### src/rtl/keyin_pkg.sv
// rtl/keyin_pkg.sv - shared types and helpers for the keypad/enter input block
package keyin_pkg;

   typedef struct packed {
      logic       valid;
      logic [3:0] code;
   } key_t;

   localparam key_t KEY_NONE = '{valid: 1'b0, code: 4'h0};

   typedef enum logic {
      HS_EMPTY = 1'b0,
      HS_FULL  = 1'b1
   } hs_state_t;

   function automatic logic [1:0] onehot_idx(input logic [3:0] v);
      logic [1:0] idx;
      idx = 2'd0;
      for (int i = 0; i < 4; i++) begin
         if (v[i]) idx = 2'(i);
      end
      return idx;
   endfunction

   // Closure count saturates at 2: anything beyond one closure is already ambiguous.
   function automatic logic [1:0] pop_sat(input logic [3:0] v);
      logic [2:0] n;
      n = 3'd0;
      for (int i = 0; i < 4; i++) begin
         n = n + {2'd0, v[i]};
      end
      return (n >= 3'd2) ? 2'd2 : n[1:0];
   endfunction

endpackage

### src/rtl/keyin_debounce.sv
// rtl/keyin_debounce.sv - frame-rate debouncer; flags accepted transitions out of the idle (zero) value
module keydebounce #(
   parameter int WIDTH    = 5,
   parameter int DEBOUNCE = 4
) (
   input  logic             clk,
   input  logic             reset,
   input  logic             sample,
   input  logic [WIDTH-1:0] din,
   output logic [WIDTH-1:0] accepted,
   output logic             rise
);

   localparam logic [3:0] LIMIT = 4'(DEBOUNCE);

   logic [WIDTH-1:0] cand;
   logic [3:0]       cnt;
   logic [3:0]       cnt_next;

   always_comb begin
      cnt_next = cnt;
      if (din != cand)
         cnt_next = 4'd1;
      else if (cnt != LIMIT)
         cnt_next = cnt + 4'd1;
   end

   always_ff @(posedge clk or negedge reset) begin
      if (!reset) begin
         cand     <= '0;
         cnt      <= 4'd0;
         accepted <= '0;
         rise     <= 1'b0;
      end else begin
         rise <= 1'b0;
         if (sample) begin
            cand <= din;
            cnt  <= cnt_next;
            if (cnt_next == LIMIT && din != accepted) begin
               accepted <= din;
               rise     <= (accepted == '0) && (din != '0);
            end
         end
      end
   end

endmodule

### src/rtl/keyin.sv
// rtl/keyin.sv - 4x4 keypad scanner with digit shift register and enter/ack handshake to the CPU
module keyin
   import keyin_pkg::*;
#(
   parameter int SCAN_DIV = 1024,
   parameter int DEBOUNCE = 4
) (
   input  logic        clk,
   input  logic        reset,
   input  logic [3:0]  col_in,
   input  logic        enter_in,
   input  logic        in_ack,
   output logic [3:0]  row_out,
   output logic [15:0] digits_out,
   output logic [15:0] in_dat,
   output logic        in_valid,
   output logic        overrun
);

   localparam int DIV_W = $clog2(SCAN_DIV);

   logic [3:0]       col_s1, col_s2;
   logic             ent_s1, ent_s2;
   logic [DIV_W-1:0] div;
   logic             tc;
   logic             frame_end;
   logic [1:0]       acc_cnt;
   logic [3:0]       acc_code;
   logic [1:0]       cur_cnt;
   logic [3:0]       cur_code;
   logic [2:0]       sum_cnt;
   logic [1:0]       tot_cnt;
   logic [3:0]       tot_code;
   key_t             frame_res;
   key_t             key_acc;
   logic             key_rise;
   logic [0:0]       ent_acc;
   logic             ent_rise;
   logic             digit_ev;
   logic             enter_ev;
   logic [15:0]      digits_next;
   hs_state_t        state;

   always_ff @(posedge clk or negedge reset) begin
      if (!reset) begin
         col_s1 <= 4'd0;
         col_s2 <= 4'd0;
         ent_s1 <= 1'b0;
         ent_s2 <= 1'b0;
      end else begin
         col_s1 <= col_in;
         col_s2 <= col_s1;
         ent_s1 <= enter_in;
         ent_s2 <= ent_s1;
      end
   end

   assign tc        = (div == DIV_W'(SCAN_DIV - 1));
   assign frame_end = tc && row_out[3];

   // Frame result folds the current slot's sample in, so frame_end sees all four rows.
   always_comb begin
      cur_cnt  = pop_sat(col_s2);
      cur_code = {onehot_idx(row_out), onehot_idx(col_s2)};
      sum_cnt  = {1'b0, acc_cnt} + {1'b0, cur_cnt};
      tot_cnt  = (sum_cnt >= 3'd2) ? 2'd2 : sum_cnt[1:0];
      tot_code = (acc_cnt != 2'd0) ? acc_code : cur_code;
      frame_res = KEY_NONE;
      if (tot_cnt == 2'd1)
         frame_res = '{valid: 1'b1, code: tot_code};
   end

   always_ff @(posedge clk or negedge reset) begin
      if (!reset) begin
         div      <= '0;
         row_out  <= 4'b0001;
         acc_cnt  <= 2'd0;
         acc_code <= 4'd0;
      end else begin
         div <= div + 1'b1;
         if (tc) begin
            row_out <= {row_out[2:0], row_out[3]};
            if (frame_end) begin
               acc_cnt  <= 2'd0;
               acc_code <= 4'd0;
            end else begin
               acc_cnt  <= tot_cnt;
               acc_code <= tot_code;
            end
         end
      end
   end

   keydebounce #(.WIDTH(5), .DEBOUNCE(DEBOUNCE)) u_key_db (
      .clk      (clk),
      .reset    (reset),
      .sample   (frame_end),
      .din      (frame_res),
      .accepted (key_acc),
      .rise     (key_rise)
   );

   keydebounce #(.WIDTH(1), .DEBOUNCE(DEBOUNCE)) u_ent_db (
      .clk      (clk),
      .reset    (reset),
      .sample   (frame_end),
      .din      (ent_s2),
      .accepted (ent_acc),
      .rise     (ent_rise)
   );

   assign digit_ev    = key_rise && key_acc.valid;
   assign enter_ev    = ent_rise && ent_acc[0];
   // Digit shifts in ahead of a same-frame enter so the enter captures it.
   assign digits_next = digit_ev ? {digits_out[11:0], key_acc.code} : digits_out;

   always_ff @(posedge clk or negedge reset) begin
      if (!reset) begin
         state      <= HS_EMPTY;
         digits_out <= 16'd0;
         in_dat     <= 16'd0;
         in_valid   <= 1'b0;
         overrun    <= 1'b0;
      end else begin
         case (state)
            HS_EMPTY: begin
               if (enter_ev) begin
                  in_dat     <= digits_next;
                  digits_out <= 16'd0;
                  in_valid   <= 1'b1;
                  state      <= HS_FULL;
               end else begin
                  digits_out <= digits_next;
               end
            end
            HS_FULL: begin
               if (enter_ev && in_ack) begin
                  in_dat     <= digits_next;
                  digits_out <= 16'd0;
                  overrun    <= 1'b0;
               end else if (enter_ev) begin
                  overrun    <= 1'b1;
                  digits_out <= digits_next;
               end else begin
                  digits_out <= digits_next;
                  if (in_ack) begin
                     in_valid <= 1'b0;
                     overrun  <= 1'b0;
                     state    <= HS_EMPTY;
                  end
               end
            end
            default: state <= HS_EMPTY;
         endcase
      end
   end

endmodule
### config.mk
export PLATFORM = sky130hd
export DESIGN_NAME = keyin
export DESIGN_NICKNAME = d
export VERILOG_FILES = /design/src/rtl/keyin_pkg.sv /design/src/rtl/keyin_debounce.sv /design/src/rtl/keyin.sv
export SDC_FILE = /design/constraint.sdc
export NUM_CORES = 1
export LEC_CHECK = 0
export CORE_MARGIN = 4
export CORE_UTILIZATION = 50
export CTS_CLUSTER_DIAMETER = 80
export DETAILED_ROUTE_END_ITERATION = 6
export MAX_ROUTING_LAYER = met4
export PLACE_DENSITY = 0.75
export SYNTH_ARGS = -nofsm -noshare
export SYNTH_HDL_FRONTEND = slang
export SYNTH_SLANG_ARGS = --single-unit
export TNS_END_PERCENT = 50
### constraint.sdc
create_clock -name clk -period 3.5 [get_ports clk]
set_clock_uncertainty 0.1 [all_clocks]
set_input_delay 0.525 -clock clk [delete_from_list [all_inputs] [get_ports clk]]
set_output_delay 0.525 -clock clk [all_outputs]
set_load 0.005 [all_outputs]
== Yosys cells after proc, flatten, opt, wreduce, memory -nomap -nowiden ==
Index checks and enable logic that the tools add are counted.

* Register bits: 87
* Input bits: 8
* Output and inout bits: 38
* Word-level logic and storage cells: 103

* $add $sub $neg: 7
* $lt $le $gt $ge: 2
* Equal/unequal tests: 15
* Muxes and demuxes: 39
* Bitwise gates (word level): 2
* Reductions and logical operators: 17

{| class="wikitable"
|+ Operator list
! kind !! count
|-
| $mux 16 || 5
|-
| $pmux 16 s2 || 2
|-
| $mux 4 || 6
|-
| $mux 1 || 16
|-
| $mux 2 || 7
|-
| $add 10x1->10 const B || 1
|-
| $eq 10x10->1 const B || 1
|-
| $ne 5x5->1 || 2
|-
| $add 4x1->4 const B || 2
|-
| $eq 4x3->1 const B || 2
|-
| $logic_and 1x1->1 || 8
|-
| $ne 2x2->1 const B || 4
|-
| $ne 4x3->1 const B || 2
|-
| $reduce_and 2->1 || 4
|-
| $ge 3x2->1 const B || 2
|-
| $logic_not 5->1 || 1
|-
| $mux 5 || 1
|-
| $reduce_bool 5->1 || 1
|-
| $pmux 1 s2 || 2
|-
| $reduce_and 4->1 || 1
|-
| $add 2x1->3 || 1
|-
| $add 2x2->3 || 1
|-
| $add 3x1->3 || 1
|-
| $reduce_bool 3->1 || 1
|-
| other kinds (6) || 8
|}

== Depth between registers and ports, before layout ==
* Depth in word-level cells: 16
* Depth in mapped cells: 19
* Mapped depth without buffers: 17

== Modules after synthesis ==
Synthesis repeated with hierarchy kept, for this count alone.

* Cells, all modules: 333
* Area total of the unflattened synthesis: 3,945.0 um^2

{| class="wikitable"
|+ Modules (own cells, without submodules)
! module !! instances !! cells each !! area each (um^2) !! sequential area each (um^2)
|-
| keyin || 1 || 227 || 2,743.9 || 1,627.8
|-
| keydebounce at u_key_db || 1 || 65 || 777.0 || 375.4
|-
| keydebounce at u_ent_db || 1 || 41 || 424.2 || 175.2
|}

== Worst setup path before layout ==
OpenSTA, ideal clock, no wires.

* Kind: register to register
* From: register col_s2[3]
* To: register u_key_db.accepted[0]
* Setup time: 0.125 ns
* Data arrival time: 3.469 ns
* Required time: 3.275 ns
* Slack: -0.194 ns
* Cell stages (with the launch flop): 19
* Path buffers: 2
* Clock period less this slack: 3.694 ns
* Cell sequence: dfrtp_1 inv_1 fa_1 inv_1 ha_1 inv_1 ha_1 and2_1 ha_1 inv_1 fa_1 and3_1 clkbuf_1 o311ai_1 xor2_1 and4_1 buf_6 nand3_4 mux2_4

* Longest elaborated chain between the ends: 13
* Elaborated cells between the ends (all ways): 16
* Classes of those cells: add/sub: 2; order compare: 2; eq/ne: 4; mux: 6; reduce/logical: 2

{| class="wikitable"
|+ RTL lines
! item !! RTL line !! source
|-
| start: declaration || keyin.sv:22 || <nowiki>logic [3:0] col_s1, col_s2;</nowiki>
|-
| start signal: assignment || keyin.sv:52 || <nowiki>col_s2 <= col_s1;</nowiki>
|-
| $add 3x1->3 || keyin_pkg.sv:30 || <nowiki>n = n + {2'd0, v[i]};</nowiki>
|-
| $ge 3x2->1 || keyin_pkg.sv:32 || <nowiki>return (n >= 3'd2) ? 2'd2 : n[1:0];</nowiki>
|-
| $mux 2 || keyin_pkg.sv:32 ||
|-
| $add 2x2->3 || keyin.sv:65 || <nowiki>sum_cnt = {1'b0, acc_cnt} + {1'b0, cur_cnt};</nowiki>
|-
| $ge 3x2->1 || keyin.sv:66 || <nowiki>tot_cnt = (sum_cnt >= 3'd2) ? 2'd2 : sum_cnt[1:0];</nowiki>
|-
| $mux 2 || keyin.sv:66 ||
|-
| $eq 2x1->1 || keyin.sv:69 || <nowiki>if (tot_cnt == 2'd1)</nowiki>
|-
| $mux 5 * || keyin.sv:69 ||
|-
| $ne 5x5->1 || keyin_debounce.sv:22 || <nowiki>if (din != cand)</nowiki>
|-
| $mux 4 || keyin_debounce.sv:22 ||
|-
| $eq 4x3->1 || keyin_debounce.sv:39 || <nowiki>if (cnt_next == LIMIT && din != accepted) begin</nowiki>
|-
| $logic_and 1x1->1 || keyin_debounce.sv:39 ||
|-
| $reduce_and 2->1 (no source line) || n/a ||
|-
| end signal: assignment || keyin_debounce.sv:40 || <nowiki>accepted <= din;</nowiki>
|-
| end: declaration || keyin_debounce.sv:10 || <nowiki>output logic [WIDTH-1:0] accepted,</nowiki>
|}

Mark *: on every way between the ends. The rest lies on a longest branch, timed or not.
A chain may end at the register's enable or synchronous reset.

== Final worst setup path ==
* From: register col_s2[0]
* To: register u_key_db.accepted[1]

* Longest elaborated chain between the ends: 15
* Elaborated cells between the ends (all ways): 16
* Classes of those cells: add/sub: 4; order compare: 2; eq/ne: 4; mux: 4; reduce/logical: 2

{| class="wikitable"
|+ RTL lines
! item !! RTL line
|-
| $add 1x1->2 * || keyin_pkg.sv:30
|-
| $add 2x1->3 * || keyin_pkg.sv:30
|-
| $add 3x1->3 * || keyin_pkg.sv:30
|-
| $ge 3x2->1 || keyin_pkg.sv:32
|-
| $mux 2 * || keyin_pkg.sv:32
|-
| $add 2x2->3 * || keyin.sv:65
|-
| $ge 3x2->1 || keyin.sv:66
|-
| $mux 2 * || keyin.sv:66
|-
| $eq 2x1->1 * || keyin.sv:69
|-
| $mux 5 * || keyin.sv:69
|-
| $ne 5x5->1 || keyin_debounce.sv:22
|-
| $mux 4 || keyin_debounce.sv:22
|-
| $eq 4x3->1 || keyin_debounce.sv:39
|-
| $logic_and 1x1->1 || keyin_debounce.sv:39
|-
| $reduce_and 2->1 (no source line) || n/a
|}

Marks and branches as above.

==> impl_metrics.env <==
export IMPL_status="finished with violations"
export IMPL_violations="negative setup slack"
export IMPL_yosys_top_cells_count="dfrtp_1, nor2_1, nand2_1"
export IMPL_finalWorstSetupSlack_ns=-0.0467
export IMPL_avgSynthCellArea_um2=10.7
export IMPL_ys_top_cells_by_area="dfrtp_1, nor2_1, mux2i_1, a21oi_1, nand2_1"
export IMPL_min_to="col_s2[1]"
export IMPL_antenna_found_initial=0
export IMPL_place_ws_ns=-0.215
export IMPL_critPathCaptureType="flip-flop"
export IMPL_fmax_ghz=0.282
export IMPL_vias=2801
export IMPL_clock_latency_ns=0.34
export IMPL_tightest_slew_ns=1.06
export IMPL_drive_above_1_share_pct=16.2
export IMPL_crit_required_ns=3.63
export IMPL_finalMaxSlewViolations=0
export IMPL_dp_cells=516
export IMPL_rows=32
export IMPL_drc=0
export IMPL_clock_sinks=87
export IMPL_die_w_um=97.0
export IMPL_drv_cap=0
export IMPL_place_gp_congestion=0.901
export IMPL_min_from="col_s1[1]"
export IMPL_peakVddDrop_v=0.000237
export IMPL_n_fill_cell=634
export IMPL_synth_top_family_by_area="simple AND/OR/NAND/NOR gates"
export IMPL_grt_max_degree=88
export IMPL_final_area_um2=4900
export IMPL_relSlewSlack_pct=29.5
export IMPL_clk_pin_slew_ns=0.08
export IMPL_yosysMostFrequentCell="dfrtp_1"
export IMPL_setup_viol=4
export IMPL_ys_flop_type="dfrtp_1"
export IMPL_postLayoutCoreUtil_pct=63.4
export IMPL_fin_crit_sh_pct=101
export IMPL_place_area_um2=4600
export IMPL_synth_seq_cells=87
export IMPL_rsz0062_at_grt="yes"
export IMPL_start_util_pct=51.3
export IMPL_io_pins=46
export IMPL_syn_to_final_growth_pct=23.7
export IMPL_via_per_inst=5.26
export IMPL_die_area_um2=9410
export IMPL_core_area_um2=7730
export IMPL_yosysSeqAreaShare_pct=55.0
export IMPL_synthDistinctLibCells=52
export IMPL_worstSetupPathType="reg2reg"
export IMPL_cp_max_fo=6
export IMPL_arrival_ns=3.67
export IMPL_synthesis_nets=389
export IMPL_cts_max_path_buffers=2
export IMPL_synth_top_area_cell="dfrtp_1"
export IMPL_r2r_start="col_s2[0]"
export IMPL_rrSetupSlack_ns=-0.05
export IMPL_postSynthCellCount=370
export IMPL_synth_xor_area_share_pct=3.54
export IMPL_first_iter_violations=117
export IMPL_cts_tree="done"
export IMPL_grt_total_usage_pct=17.0
export IMPL_synthArstFlopShare_pct=100
export IMPL_synth_enable_flop_cells=0
export IMPL_die_y_um=97.0
export IMPL_yosysTopAreaCellShare_pct=54.3
export IMPL_cts_made_buffers=9
export IMPL_syn_cell_area_um2=3960
export IMPL_rr_worst_depth=17
export IMPL_synthMuxAreaShare_pct=7.80
export IMPL_hold_depth=0
export IMPL_firstDrtPassIters=4
export IMPL_dpl_hpwl_um=5160
export IMPL_fin_nets=445
export IMPL_grt_pass1_wl_um=13000
export IMPL_reg2reg_to="u_key_db.accepted[1]"
export IMPL_p_leak_uw=0.00229
export IMPL_finalNonFillerCells=533
export IMPL_postRouteAntennaNets=0
export IMPL_whs_ns=0.252
export IMPL_wl_per_cell_um=13.9
export IMPL_clock_root_buffer="clkbuf_8"
export IMPL_yosys_area_share_simple_pct=15.9
export IMPL_routed_wl_um=7400
export IMPL_cts_max_level=3
export IMPL_final_min_clock_period_ns=3.55
export IMPL_synth_compound_area_share_pct=10.5
export IMPL_synthAdderAreaFrac_pct=3.85
export IMPL_ys_warn_count=0
export IMPL_setup_worst_path_start_class="flip-flop"
export IMPL_min_path_type="reg2reg"
export IMPL_port_buffers=45
export IMPL_antennaDiodeCount=0
export IMPL_hold_viol_final=0
export IMPL_overflow=0
export IMPL_grt_pass1_vias=2825
export IMPL_power_density_nw_per_um2=378
state kept, by name, summed over array words and instances (netlist names), 2 cells and up:
signal and cells:
acc_cnt 2, acc_code 4, col_s1 4, col_s2 4, digits_out 16, div 10
in_dat 16, row_out 4, u_ent_db.cnt 4, u_key_db.accepted 5, u_key_db.cand 5, u_key_db.cnt 4
through the flow:
step / total power, uW / setup TNS, ns
2_1_floorplan: 1060 / -0.272
3_3_place_gp: 1100 / -0.490
3_5_place_dp: 1100 / -1.68
4_1_cts: 1870 / -0.326
5_1_grt: 1940 / -1.46
6_report: 1850 / -0.176
critical path: stages (launching register included):
cell and delay (ns):
dfrtp_1 0.35, inv_2 0.04, fa_1 0.53, inv_1 0.04
ha_2 0.16, inv_2 0.06, ha_4 0.12, and2_4 0.14
ha_4 0.12, inv_2 0.03, fa_1 0.50, and3_4 0.23
nand3b_1 0.10, nor3_2 0.12, a21oi_1 0.06, a32o_2 0.32
nand3_4 0.12, mux2_4 0.30
final cells by class:
type,count,area [um^2],area share [%]
inverter,18,67.6,1.38
multi-input combinational,251,1750,35.8
clock inverter,7,95.1,1.94
timing repair buffer,59,553,11.3
clock buffer,9,124,2.53
sequential,87,2180,44.5
tap,102,128,2.61
cells in the final DEF, fill, tap and decap left out, types with 2 or more instances in the layout:
cell type / netlist / final
xnor2_1: 10 / 10
mux2_4: 4 / 4
mux2i_1: 17 / 17
nor3_1: 7 / 6
fa_1: 2 / 2
and3_1: 4 / 3
nand2_1: 31 / 31
o21ai_0: 13 / 11
buf_4: 0 / 15
a21oi_1: 25 / 23
mux2_2: 7 / 7
o211ai_1: 2 / 2
nor2_1: 48 / 47
and2_1: 3 / 2
inv_1: 18 / 14
nand3_1: 9 / 8
inv_6: 0 / 2
nand4_1: 6 / 6
o21bai_1: 4 / 4
xor2_1: 6 / 6
inv_2: 0 / 4
o31ai_1: 4 / 4
a31oi_1: 4 / 4
nor2b_1: 5 / 5
o21ai_1: 1 / 2
nor4_1: 3 / 3
ha_4: 0 / 2
clkdlybuf4s50_1: 0 / 44
bufinv_16: 0 / 2
nand3b_1: 3 / 3
ha_1: 9 / 6
dfrtp_1: 86 / 86
clkinv_2: 0 / 2
nand3_4: 1 / 2
clkbuf_8: 0 / 9
a22oi_1: 2 / 2
kinds of logic (layout without fill, tap and decap cells):
family                   count (synthesis)  in the layout
AO/OA/AOI/OAI                           66             66
XOR/XNOR                                16             16
adder cells (fa/ha/maj)                 11             11
buffers and inverters                   32             93
flip-flops                              87             87
multiplexers                            28             28
AND/OR/NAND/NOR                        130            130
report_power, final:
part           switching, uW  internal [uW]
logic                   47.1           34.5
clock network            351            405
registers               3.59           1010
total                    401           1450
worst max-delay path by stage:
stage               from                    to  depth (start not counted)  slack (ns)
3_5_place_dp   col_s2[0]  u_key_db.accepted[4]                         17       -0.22
3_3_place_gp   col_s2[0]       u_key_db.cnt[3]                         17       -0.09
6_report       col_s2[0]  u_key_db.accepted[1]                         17       -0.05
4_1_cts        col_s2[0]  u_key_db.accepted[1]                         17       -0.08
5_1_grt        col_s2[1]  u_key_db.accepted[4]                         17       -0.23
2_1_floorplan  col_s2[3]  u_key_db.accepted[0]                         18       -0.07
per-layer routing:
layer  track usage, %  vias to the layer above  share of wire, %
met4             5.08                        0               1.2
met3             3.03                       12               3.3
met2             27.0                       44                49
li1                 -                     1388                 -
met1             22.6                     1357                46
met5                -                        -                 0
timing repair:
item | in CTS | in global routing
pin swaps | 2 | 5
resized for setup | 16 | 8
setup endpoints to repair | 10 | 10
setup buffers | 0 | 1
cloned | 0 | 0
hold buffers | 0 | 0
hold endpoints to repair | 0 | 0
Power figures use the tool's default switching activity.
